--- config.mk ---
export PLATFORM = sky130hd
export DESIGN_NAME = inst_encoder_flat
export DESIGN_NICKNAME = d
export VERILOG_FILES = /design/src/rtl/inst_encoder_pkg.sv /design/src/rtl/inst_encoder_if.sv /design/src/rtl/inst_encoder_pack.sv /design/src/rtl/inst_encoder.sv /design/src/flat_wrapper.sv
export SDC_FILE = /design/constraint.sdc
export NUM_CORES = 1
export LEC_CHECK = 0
export ABC_AREA = 1
export BUFFER_PORTS_ARGS = -buffer_cell sky130_fd_sc_hd__buf_2
export CORE_MARGIN = 4
export CORE_UTILIZATION = 53
export DETAILED_ROUTE_END_ITERATION = 8
export GPL_TIMING_DRIVEN = 0
export PLACE_DENSITY = 0.9
export SLEW_MARGIN = 30
export SYNTH_ARGS = -nofsm -noshare
export SYNTH_HDL_FRONTEND = slang
export SYNTH_SLANG_ARGS = --single-unit
--- constraint.sdc ---
create_clock -name clk -period 4 [get_ports clk]
set_input_delay 0.2 -clock clk [delete_from_list [all_inputs] [get_ports clk]]
set_output_delay 0.2 -clock clk [all_outputs]
set_load 0.02 [all_outputs]
--- src/rtl/inst_encoder_pkg.sv ---
// Shared LEGv8 encoding constants, instruction kinds, FSM states and a range helper.
// Latency: n/a (declarations only).
// Backpressure: n/a.
package legv8_pkg;

    localparam int KIND_W   = 3;
    localparam int REG_W    = 5;
    localparam int IMM_W    = 26;
    localparam int WORD_W   = 32;
    localparam int D_IMM_W  = 9;
    localparam int CB_IMM_W = 19;

    typedef enum logic [KIND_W-1:0] {
        K_LDUR = 3'd0,
        K_STUR = 3'd1,
        K_CBZ  = 3'd2,
        K_ADD  = 3'd3,
        K_SUB  = 3'd4,
        K_AND  = 3'd5,
        K_ORR  = 3'd6,
        K_B    = 3'd7
    } kind_t;

    localparam logic [10:0] OP_LDUR = 11'b11111000010;
    localparam logic [10:0] OP_STUR = 11'b11111000000;
    localparam logic [10:0] OP_ADD  = 11'b10001011000;
    localparam logic [10:0] OP_SUB  = 11'b11001011000;
    localparam logic [10:0] OP_AND  = 11'b10001010000;
    localparam logic [10:0] OP_ORR  = 11'b10101010000;
    localparam logic [7:0]  OP_CBZ  = 8'b10110100;
    localparam logic [5:0]  OP_B    = 6'b000101;

    typedef enum logic {
        ACCEPT = 1'b0,
        FULL   = 1'b1
    } state_t;

    // True when the signed immediate fits in a signed field of the given width:
    // every bit above the field's sign bit must replicate that sign bit.
    function automatic logic imm_fits(input logic [IMM_W-1:0] v, input int width);
        logic signed [IMM_W-1:0] sh;
        sh = $signed(v) >>> (width - 1);
        return (sh == '0) || (sh == '1);
    endfunction

endpackage

--- src/rtl/inst_encoder_if.sv ---
// Symbolic-instruction request channel into the encoder.
// Latency: n/a (wires only).
// Backpressure: in_ready from the encoder gates the transfer.
interface inst_encoder_if;

    logic                          in_valid;
    logic                          in_ready;
    logic [legv8_pkg::KIND_W-1:0]  in_kind;
    logic [legv8_pkg::REG_W-1:0]   in_rd;
    logic [legv8_pkg::REG_W-1:0]   in_rn;
    logic [legv8_pkg::REG_W-1:0]   in_rm;
    logic [legv8_pkg::IMM_W-1:0]   in_imm;

    modport master (
        output in_valid, in_kind, in_rd, in_rn, in_rm, in_imm,
        input  in_ready
    );

    modport slave (
        input  in_valid, in_kind, in_rd, in_rn, in_rm, in_imm,
        output in_ready
    );

endinterface

--- src/rtl/inst_encoder_pack.sv ---
// Packs a symbolic LEGv8 instruction into its 32-bit word and flags immediate range.
// Latency: combinational.
// Backpressure: none.
module inst_pack
    import legv8_pkg::*;
(
    input  logic [KIND_W-1:0] kind,
    input  logic [REG_W-1:0]  rd,
    input  logic [REG_W-1:0]  rn,
    input  logic [REG_W-1:0]  rm,
    input  logic [IMM_W-1:0]  imm,
    output logic [WORD_W-1:0] word,
    output logic              range_ok
);

    // Select format by kind; R-format ignores imm, B-format takes any immediate.
    always_comb begin
        word     = '0;
        range_ok = 1'b1;
        case (kind_t'(kind))
            K_LDUR: begin
                word     = {OP_LDUR, imm[8:0], 2'b00, rn, rd};
                range_ok = imm_fits(imm, D_IMM_W);
            end
            K_STUR: begin
                word     = {OP_STUR, imm[8:0], 2'b00, rn, rd};
                range_ok = imm_fits(imm, D_IMM_W);
            end
            K_CBZ: begin
                word     = {OP_CBZ, imm[18:0], rd};
                range_ok = imm_fits(imm, CB_IMM_W);
            end
            K_ADD:   word = {OP_ADD, rm, 6'b000000, rn, rd};
            K_SUB:   word = {OP_SUB, rm, 6'b000000, rn, rd};
            K_AND:   word = {OP_AND, rm, 6'b000000, rn, rd};
            K_ORR:   word = {OP_ORR, rm, 6'b000000, rn, rd};
            K_B:     word = {OP_B, imm};
            default: word = '0;
        endcase
    end

endmodule

--- src/rtl/inst_encoder.sv ---
// Streams symbolic instructions into instruction memory at a self-incrementing address.
// Latency: one cycle from accepting edge to wr_en/wr_addr/wr_data.
// Backpressure: in_ready drops while full or during clear; out-of-range beats are consumed and dropped.
module inst_encoder
    import legv8_pkg::*;
#(
    parameter int DEPTH = 64,
    parameter int AW    = $clog2(DEPTH)
)
(
    input  logic              clk,
    input  logic              reset,
    input  logic              clear,
    inst_encoder_if.slave     req,
    output logic              wr_en,
    output logic [AW-1:0]     wr_addr,
    output logic [WORD_W-1:0] wr_data,
    output logic [AW:0]       count,
    output logic              full,
    output logic              err
);

    localparam logic [AW:0] PTR_LAST = (AW+1)'(DEPTH - 1);

    state_t            state;
    state_t            state_nxt;
    logic [AW:0]       ptr;
    logic [WORD_W-1:0] pk_word;
    logic              pk_ok;
    logic              accept;
    logic              wr_take;

    inst_pack u_pack (
        .kind     (req.in_kind),
        .rd       (req.in_rd),
        .rn       (req.in_rn),
        .rm       (req.in_rm),
        .imm      (req.in_imm),
        .word     (pk_word),
        .range_ok (pk_ok)
    );

    assign accept  = req.in_valid && req.in_ready;
    assign wr_take = accept && pk_ok;

    // State register.
    always_ff @(posedge clk or posedge reset) begin
        if (reset) begin
            state <= ACCEPT;
        end else begin
            state <= state_nxt;
        end
    end

    // Go full when the write that lands on the last address is taken; only clear leaves full.
    always_comb begin
        state_nxt = state;
        case (state)
            ACCEPT:  if (wr_take && (ptr == PTR_LAST)) state_nxt = FULL;
            FULL:    if (clear) state_nxt = ACCEPT;
            default: state_nxt = ACCEPT;
        endcase
    end

    // Ready only while accepting and not restarting, so clear always wins over in_valid.
    always_comb begin
        req.in_ready = (state == ACCEPT) && !clear;
        full         = (state == FULL);
    end

    // Pointer, sticky error and the registered write port.
    always_ff @(posedge clk or posedge reset) begin
        if (reset) begin
            ptr     <= '0;
            err     <= 1'b0;
            wr_en   <= 1'b0;
            wr_addr <= '0;
            wr_data <= '0;
        end else begin
            wr_en <= wr_take;
            if (wr_take) begin
                wr_addr <= ptr[AW-1:0];
                wr_data <= pk_word;
            end
            if (clear) begin
                ptr <= '0;
                err <= 1'b0;
            end else begin
                if (wr_take) ptr <= ptr + (AW+1)'(1);
                if (accept && !pk_ok) err <= 1'b1;
            end
        end
    end

    assign count = ptr;

endmodule

--- src/flat_wrapper.sv ---
// flat-port wrapper written by rule: the top's interface ports become plain ports
module inst_encoder_flat import legv8_pkg::*;
#(
    parameter int DEPTH = 64,
    parameter int AW    = $clog2(DEPTH)
)
  (clk, reset, clear, wr_en, wr_addr, wr_data, count, full, err, req_in_valid, req_in_kind, req_in_rd, req_in_rn, req_in_rm, req_in_imm, req_in_ready);
  inst_encoder_if req_i ();
  input  logic clk;
  input  logic reset;
  input  logic clear;
  output logic wr_en;
  output logic [AW-1:0] wr_addr;
  output logic [WORD_W-1:0] wr_data;
  output logic [AW:0] count;
  output logic full;
  output logic err;
  input wire logic [$bits(req_i.in_valid)-1:0] req_in_valid;
  input wire logic [$bits(req_i.in_kind)-1:0] req_in_kind;
  input wire logic [$bits(req_i.in_rd)-1:0] req_in_rd;
  input wire logic [$bits(req_i.in_rn)-1:0] req_in_rn;
  input wire logic [$bits(req_i.in_rm)-1:0] req_in_rm;
  input wire logic [$bits(req_i.in_imm)-1:0] req_in_imm;
  output wire logic [$bits(req_i.in_ready)-1:0] req_in_ready;
  assign req_i.in_valid = req_in_valid;
  assign req_i.in_kind = req_in_kind;
  assign req_i.in_rd = req_in_rd;
  assign req_i.in_rn = req_in_rn;
  assign req_i.in_rm = req_in_rm;
  assign req_i.in_imm = req_in_imm;
  assign req_in_ready = req_i.in_ready;
  inst_encoder #(.DEPTH(DEPTH), .AW(AW)) u_core (.clk(clk), .reset(reset), .clear(clear), .req(req_i), .wr_en(wr_en), .wr_addr(wr_addr), .wr_data(wr_data), .count(count), .full(full), .err(err));
endmodule
Yosys cells after proc, flatten, opt, wreduce, memory -nomap -nowiden
Index checks and enable logic that the tools add are counted.
{"block": "totals", "register_bits": 48, "inputBits": 48, "output_inout_bits": 49}
{"block": "classes", "n_addsub": 1, "n_eq_ne": 10, "mux": 9, "bitwise_logic": 1, "reduce_logical": 15}
{"op": "32-bit case mux with 8 select lines", "n": 1}
{"op": "26-bit equality test, second input constant", "n": 2}
{"op": "26-bit logical NOT", "n": 2}
{"op": "7-bit 2-to-1 mux", "n": 2}
{"op": "3-bit equality test, second input constant", "n": 4}
{"op": "7-bit by 1-bit adder with 7-bit output, second input constant", "n": 1}
{"op": "7-bit by 6-bit equality test with 1-bit output, second input constant", "n": 1}
{"op": "3-bit by 2-bit equality test with 1-bit output, second input constant", "n": 2}
{"op": "1-bit logical AND", "n": 5}
{"op": "1-bit 2-to-1 mux", "n": 4}
{"op": "1-bit case mux with 2 select lines", "n": 2}
{"op": "2-bit nonzero test", "n": 2}
{"op": "3-bit by 1-bit equality test with 1-bit output, second input constant", "n": 1}
{"op": "3-bit logical NOT", "n": 1}
{"op": "1-bit logical NOT", "n": 2}
{"op": "1-bit logical OR", "n": 2}
{"op": "2-bit OR reduction", "n": 1}
{"op": "1-bit inverter", "n": 1}

Longest topological paths before layout
Gate-level depths: netlist of the first run.
{"block": "logic_depth", "word_depth": 7, "mapped_depth": 11}

By module
Synthesis of the first run repeated with hierarchy kept, for this count alone.
{"block": "hier_totals", "hier_cells": 351, "area_unflattened_um2": 2570.0}
{"mod": "inst_encoder", "n_inst": 1, "cells_per_inst": 223, "area_per_inst_um2": 1946.9, "seq_area_each_um2": 1201.2}
{"mod": "inst_pack", "n_inst": 1, "cells_per_inst": 128, "area_per_inst_um2": 623.1, "seq_area_each_um2": 0.0}

Worst setup path after synthesis of the first run
OpenSTA, ideal clock, no wires.
{"block": "synth_timing", "kind": "reg2reg", "startpoint": "reg u_core.state (netlist: u_core.full)", "endpoint": "reg u_core.wr_data[28]", "setup_ns": 0.134, "arrival_time_ns": 1.443, "path_slack_ns": 2.423, "stages_incl_launch_ff": 9, "n_path_buf": 2, "synth_period_minus_slack_ns": 1.577, "cell_sequence": "dfrtp_1 > nor2_1 > nand2_1 > inv_1 > nand3_4 > buf_6 > buf_6 > nand2_1 > o21ai_1"}
{"block": "synth_via", "elab_chain_cells": 4}
{"item": "start, declared", "line_no": "inst_encoder.sv:25", "text": "state_t state;"}
{"item": "start signal, assigned", "line_no": "inst_encoder.sv:51", "text": "state <= state_nxt;"}
{"item": "1-bit inverter", "line_no": "inst_encoder.sv:67", "text": "req.in_ready = (state == ACCEPT) && !clear;"}
{"item": "1-bit logical AND", "line_no": "inst_encoder.sv:67"}
{"item": "via req_in_ready", "line_no": "flat_wrapper.sv:24", "text": "output wire logic [$bits(req_i.in_ready)-1:0] req_in_ready;"}
{"item": "1-bit logical AND", "line_no": "inst_encoder.sv:43", "text": "assign accept = req.in_valid && req.in_ready;"}
{"item": "1-bit logical AND", "line_no": "inst_encoder.sv:44", "text": "assign wr_take = accept && pk_ok;"}
{"item": "end signal, assigned", "line_no": "inst_encoder.sv:83", "text": "wr_data <= pk_word;"}
{"item": "end, declared", "line_no": "inst_encoder.sv:17", "text": "output logic [WORD_W-1:0] wr_data,"}
The timed path passes the listed nets, and every way through them passes these cells.
A chain may end at the register's enable or synchronous reset.

Worst setup path in the final report of the first run
{"block": "layout_timing", "startpoint": "reg u_core.ptr[0] (netlist: u_core.count[0])", "endpoint": "reg u_core.state (netlist: u_core.full)"}
{"block": "layout_via", "elab_chain_cells": 4}
{"item": "start, declared", "line_no": "inst_encoder.sv:27", "text": "logic [AW:0] ptr;"}
{"item": "start signal, assigned", "line_no": "inst_encoder.sv:89", "text": "if (wr_take) ptr <= ptr + (AW+1)'(1);"}
{"item": "7-bit by 6-bit equality test with 1-bit output", "line_no": "inst_encoder.sv:59", "text": "ACCEPT: if (wr_take && (ptr == PTR_LAST)) state_nxt = FULL;"}
{"item": "1-bit logical AND", "line_no": "inst_encoder.sv:59"}
{"item": "1-bit 2-to-1 mux", "line_no": "inst_encoder.sv:59"}
{"item": "1-bit case mux with 2 select lines", "line_no": "inst_encoder.sv:58", "text": "case (state)"}
{"item": "via u_core.state_nxt", "line_no": "inst_encoder.sv:26", "text": "state_t state_nxt;"}
The timed path passes the listed nets, and every way through them passes these cells.

==> results of run 1 <==
[state kept, by name, summed over array words and instances, names as in the netlist]
| register | cells |
|---|---|
| u_core.full | 1 |
| u_core.err | 1 |
| u_core.wr_en | 1 |
| u_core.wr_data | 32 |
| u_core.count | 7 |
| u_core.wr_addr | 6 |
[timing repair]
| item | CTS | global route |
|---|---|---|
| resized for setup | 0 | 0 |
| hold endpoints to repair | 48 | 0 |
| hold buffers | 1 | 0 |
[layout make-up]
cell class / instances / share of cell area (%)
sequential: 48 / 36.91
multi-input combinational: 235 / 35.41
timing repair buffer: 97 / 15.07
buffer: 13 / 3.460
inverter: 24 / 2.845
clock buffer: 5 / 2.115
clock inverter: 3 / 2.115
tap: 54 / 2.076
[worst max-delay path, cell delays in order, from the launching register on]
cell     delay [ns]
dfrtp_1        0.46
ha_1           0.24
nand3_1        0.14
or4_1          0.43
o21ai_1        0.15
[through the flow]
stage          std cells  total power, mW
6_report             479            1.357
5_1_grt              479            1.427
4_1_cts              479            1.360
3_5_place_dp         470           0.9412
3_3_place_gp         470           0.9339
2_1_floorplan        320           0.8004
[layer usage]
metal	GRT usage (%)	part of all wire, %	vias to the layer above
li1	-	-	1258
met1	35.05	41	1201
met2	43.44	49	145
met3	3.828	7.9	26
met4	9.609	2.7	0
met5	0	0	-
[report_power, final]
group | internal (mW) | switching [mW] | total (mW)
clock network | 0.252 | 0.169 | 0.421
registers | 0.550 | 0.0374 | 0.587
logic | 0.121 | 0.228 | 0.349
[worst paths after layout]
check	endpoint	slack [ns]	from
min in group asynchronous	u_core.wr_addr[2]	0.50	reset
setup reg to reg	u_core.full	2.50	u_core.count[0]
max in group asynchronous	u_core.wr_data[31]	3.08	reset
hold reg to reg	u_core.wr_addr[1]	0.49	u_core.wr_addr[1]
setup / recovery	u_core.full	2.50	u_core.count[0]
hold / removal	u_core.count[0]	0.17	clear
[kinds of logic (layout without fill, tap and decap cells)]
group	Yosys count	after routing	share of synthesized area [%]
and+or+nand+nor	174	174	30.10
AOI/OAI and AO/OA	50	50	10.82
DFF	48	48	46.99
buffers and inverters	37	142	7.929
xor gates and xnor gates	5	5	1.713
muxes	5	5	1.958
adders and majority gates	1	1	0.4894
[layout by cell type (no fill, tap or decap), types with 2 or more instances in the layout]
master       n
nand2_1    119
buf_2       99
dfrtp_1     48
o21ai_1     28
nor2_1      21
inv_1       18
nand3_1     14
nand4_1      8
buf_6        7
o21ai_0      7
a21oi_1      7
xor2_1       5
mux2i_1      5
clkbuf_8     5
inv_2        4
a221oi_1     4
nor3_1       3
a22oi_1      3
buf_4        2
bufinv_16    2
==> out/results.txt, run 1 <==
For the worst setup path, the data arrival time is 1.72 ns. The initial antenna violation count is 0, and the via count of the first global-routing pass is 2,635. The cell depth of the worst flop-to-flop path is 4, and the combined flip-flop and latch cell area is 1201 µm². The violation count after the first detailed-route iteration was 260.

In the synthesized netlist the dominant register cell turns out to be dfrtp_1. The post-synthesis to final-layout area growth is 27.31%. Static timing analysis puts the maximum clock frequency at 668.7 MHz. Dividing total power by cell area gives a power density of 416.9 nW/µm². For this run, the post-layout net count is 473. The global-route wire length before repair is 12.50 mm, and the required time at the worst-slack endpoint is 4.23 ns.

Dividing the detail-routed via count by the number of cells gives 5.491. Post-CTS timing repair inserted 0 buffers for setup. For this design the static power due to leakage is 1.802 nW. Detailed placement ended at an HPWL of 5.521 mm. The flow ran to the end, and the final reports show no timing, DRC or antenna violations.

The clock network latency to the later pin of the worst-skew pair was 0.31 ns. The routability congestion estimate from global placement was 0.9525. Of all nets on the critical path, the largest fanout is 6.

Across the run, the number of max-cap violations was 0. The kind of end point of the critical path is a register. Post-synthesis net count: 369. Setup repair after global routing left no endpoint under its margin. In this run the count of I/O pins placed on the die edge is 97. The tools report the final number of setup-violating endpoints as 0. Counting instances, the worst hold path has a depth of 4. Total negative slack for setup checks: 0 ns. The worst setup path is launched from a register. Sorting the synthesized cells by how often they occur yields nand2_1, dfrtp_1, o21ai_1, nor2_1, inv_1.

The tools report the die area as 5998 µm². 0 antenna diodes ended up in the layout. The initialized floorplan defines 25 standard-cell rows.

The tools report the total length of routed wires as 7.443 mm. The die width came out at 77.45 µm. The logs give 48 for the total clock sinks and 0 for the final number of max-transition violations.

Worst hold path class: in2reg. The synthesized design spends more area on one cell type than any other, namely dfrtp_1. The multi-input combinational cells in the finished layout cover a total of 1152 µm². Dividing the final minimum period by the clock period gives 37.39%. In the routed design, unresolved DRC markers number 0. The least setup slack across all paths after layout is 2.504 ns.

By instance count, the leading cell after synthesis is nand2_1. The number of buffers added on ports is 96. The worst supply voltage drop on vdd is 229.8 µV, and the number of nets still failing antenna checks after routing is 0. The total overflow reported by the global router was 0; the final number of hold-violating endpoints was 0.

Once the floorplan was initialized, standard cells occupied 54.48% of the core. The number of enable-type register cells in the synthesized netlist was 0; the number of buffers between clock root and the deepest sink was 2. OpenSTA, run right after detailed placement, puts the worst setup slack at 2.498 ns. The count of state elements after synthesis is 48, and the post-synthesis async set-or-reset flop share is 100.0%. The tools report the final cell area excluding filler cells as 3254 µm².

The core footprint is 4692 µm², and the number of clock buffers inserted by TritonCTS is 5. The number of detailed-routing iterations run before antenna repair came out at 5. For the pin with the worst max-slew slack, the measured transition is 0.5912 ns.

The count of mapped cells out of synthesis came out at 320. The normalized max-slew margin is 60.58%, and the share of synthesized area occupied by flip-flops and latches is 46.99%. For the overall fraction of global-route tracks in use, the log shows 26.24%. The routed length per placed instance is 15.54 µm. The CTS clock-pin slew for the worst setup and hold paths is 0.09 ns, and the count of fill cells added during filler insertion is 364. Cell area after placement: 3107 µm². Class of the most critical setup path: reg2reg. The tree is rooted in a clkbuf_8. Synthesis instantiated 31 different standard cells from the library. Counting I/O delays and the setup requirement, the final critical path takes 1.496 ns. The Yosys step of the flow raised 0 warnings.

After synthesis, the cell types taking the most area are dfrtp_1, nand2_1, o21ai_1. After synthesis, the largest area contributor takes up 46.99% of total cell area. In the final layout, the share of cells above drive strength 1 is 30.35%. The average cell area after synthesis is 7.988 µm². TritonCTS built the clock tree. For the final database, setup skew stands at 0.008670 ns. The worst hold margin was 0.1746 ns. Detailed routing inserted a total of 2,630 vias. Measured on the finished design, the core utilization comes to 69.36%.

The die is 77.45 µm tall. The H-tree generated during clock tree synthesis spans 2 levels. The maximum number of pins on one net before global-route repair is 49. The cell area after synthesis came out at 2556 µm².
Note: power is estimated with default switching activity, not from simulation.
==> inputs of run 2 (changes only) <==
Settings changed: CORE_UTILIZATION 53 to 49, PLACE_DENSITY 0.9 to 0.85.
Clock period 4 ns to 1.55 ns, I/O delays scaled along.
==> run 2 against run 1 <==
Effect of this change: clock skew fell by 0.0041 ns; via count is 0.84% lower; hold slack got worse by 0.11 ns; first-iteration DRC count decreased by 27%; combinational power rose to 2.6 times the previous value; highest routed layer unchanged.
==> out/results.txt, run 2 (synthesized netlist as in run 1, its figures left out) <==
Level count of the clock H-tree: 2. The highest net fanout along the worst path is 4. The clock net in this run drives a total of 48 sinks. The total power came out at 3.381 mW.

The worst setup path is captured at a register. The biggest cell delay along the critical path works out to 0.45 ns. The finished cells cover 3294 µm². Leakage component of the power: 1.813 nW.

Of the cells placed in the final design, the portion with a size suffix greater than 1 is 31.31%. Together, buffers and inverters on the worst path number 0. At the pin with the least slew margin, the transition time is 0.5327 ns. The min-delay analysis places its worst path in the category in2reg. The HPWL after detailed placement is 5.489 mm. The logs give 0 for the max-cap violation count and 1.66 ns for the signal arrival time at the worst endpoint. In the final design database the tool counted 476 nets. Across the VDD grid, the largest voltage drop is 610.3 µV. For this run the aggregate overflow at the end of global routing stands at 0. The violation count after the first detailed-route iteration is 190. In this run the deepest clock path goes through 2 buffers. The post-synthesis to final-layout area growth is 28.88%. The run finished with clean final reports.

The top cell types in the final layout, fill and taps aside, are nand2_1, buf_2, dfrtp_1. Routed length per placed instance: 14.53 µm. Setup repair after global routing left no endpoint under its margin. STA classifies the critical path startpoint as a register. Power spread over the standard cell area amounts to 1026 nW/µm². The run gives 0 as the final number of hold-violating endpoints. The die area is 6436 µm². The family of cells with the greatest summed delay on the critical path was simple AND/OR/NAND/NOR gates. The logs give 0.06207 ns for the worst hold margin and 3147 µm² for the cell area after placement. For the worst-skew pair, the clock arrives at the later sink with an insertion delay of 0.30 ns. The final worst-path cycle share is 92.17%. The first TritonRoute pass finished after 4 iterations. The time the worst path needs with I/O delays and setup was 1.429 ns.

Normalized max-slew margin: 64.29%. The count of placed standard cells including taps was 487. The number of clock buffers inserted by TritonCTS is 5.

Cells fill 64.92% of the core in the end. Adding up every negative setup slack in the final design gives 0 ns. The post-place setup slack is 0.1013 ns, and the final number of max-transition violations is 0. The tools report the antenna diode instance count as 0.

In this run the clock root is driven by a clkbuf_8. The overall fraction of global-route tracks in use is 23.50%. The initialized floorplan defines 26 standard-cell rows. The standard cell with the maximum stage delay on the critical path is or4_1. The register with the most flip-flops in the layout has 32 of them. The tools report the via count of the first global-routing pass as 2,464. The final number of setup-violating endpoints is 0, and the total length of routed wires is 7.238 mm.

The initial standard-cell utilization of the core was 50.37%. The maximum number of pins on one net before global-route repair came out at 29. TritonCTS built the clock tree. Input and output buffers added on the ports amount to 96.

In this run the standard cell core region covers 5075 µm². For the final database, setup skew stands at 0.004530 ns. Clock-pin slew was measured on the worst setup and hold paths at 0.09 ns.

For this block, the via count after detailed routing is 2,608. The count of nets left with antenna violations once routing finished came out at 0. The worst path meets setup with 0.1214 ns of slack. Dividing the detail-routed via count by the number of cells gives 5.237. The tools report the routability congestion estimate from global placement as 0.9241.

The finished layout holds 498 standard cells, fillers aside. The library cell used most frequently in the layout, excluding fill and tap cells, is nand2_1. The highest clock rate was 700.0 MHz; the height of the die was 80.23 µm. During I/O placement, the number of pins put on the boundary was 97. For this run, design rule violations remaining after detail routing come to 0. The critical path in this run is classified as reg2reg.

Counting flops per register, the top entry is u_core.wr_data. The run gives 11.72 mm as the global-route wire length before repair. The initial antenna violation count is 0, and the die width is 80.23 µm. The signal on the critical path passes through ha_1 -> nand3_1 -> or4_1 -> o21ai_1. STA puts the critical path data required time at 1.78 ns.
-- run 2: worst register-to-register path, cell delays in order (launching register included) --
cell and delay, ns:
dfrtp_2 0.40, ha_1 0.20, nand3_1 0.16, or4_1 0.45, o21ai_1 0.15
-- run 2: area by class of cell --
| type | count | area [µm²] |
|---|---|---|
| fill | 440 | 1780 |
| sequential | 48 | 1202 |
| multi-input combinational | 235 | 1155 |
| timing repair buffer | 100 | 525.5 |
| buffer | 13 | 112.6 |
| inverter | 24 | 90.09 |
| tap | 70 | 87.58 |
| clock buffer | 6 | 82.58 |
| clock inverter | 2 | 38.79 |
-- run 2: metal layers --
layer | wire [µm] | part of all wire (%) | vias up | GRT usage, %
met3 | 532 | 7.4 | 19 | 3.587
met1 | 3103 | 43 | 1204 | 32.23
met5 | 0 | 0 | - | 0
li1 | - | - | 1261 | -
met2 | 3422 | 47 | 124 | 38.25
met4 | 178 | 2.5 | 0 | 7.264
-- run 2: what timing repair did --
item                       4_1_cts  5_1_grt
buffers inserted                 0        2
hold endpoints to repair        20        0
hold buffers                     1        0
resized for setup                0        1
setup endpoints to repair        0        2
-- run 2: power breakdown --
group          internal, mW  switching (mW)
combinational         0.325           0.594
sequential             1.42          0.0910
clock                 0.528           0.425
total                  2.27            1.11
-- run 2: final timing paths --
check	startpoint	end	slack, ns	depth (start not counted)
setup / recovery	u_core.count[0]	u_core.full	0.12	4
hold / removal	req_in_rn[3]	u_core.wr_data[8]	0.06	3
setup reg to reg	u_core.count[0]	u_core.full	0.12	4
hold reg to reg	u_core.wr_data[18]	u_core.wr_data[18]	0.49	2
max in group asynchronous	reset	u_core.wr_data[13]	0.72	4
min in group asynchronous	reset	u_core.wr_addr[4]	0.32	3
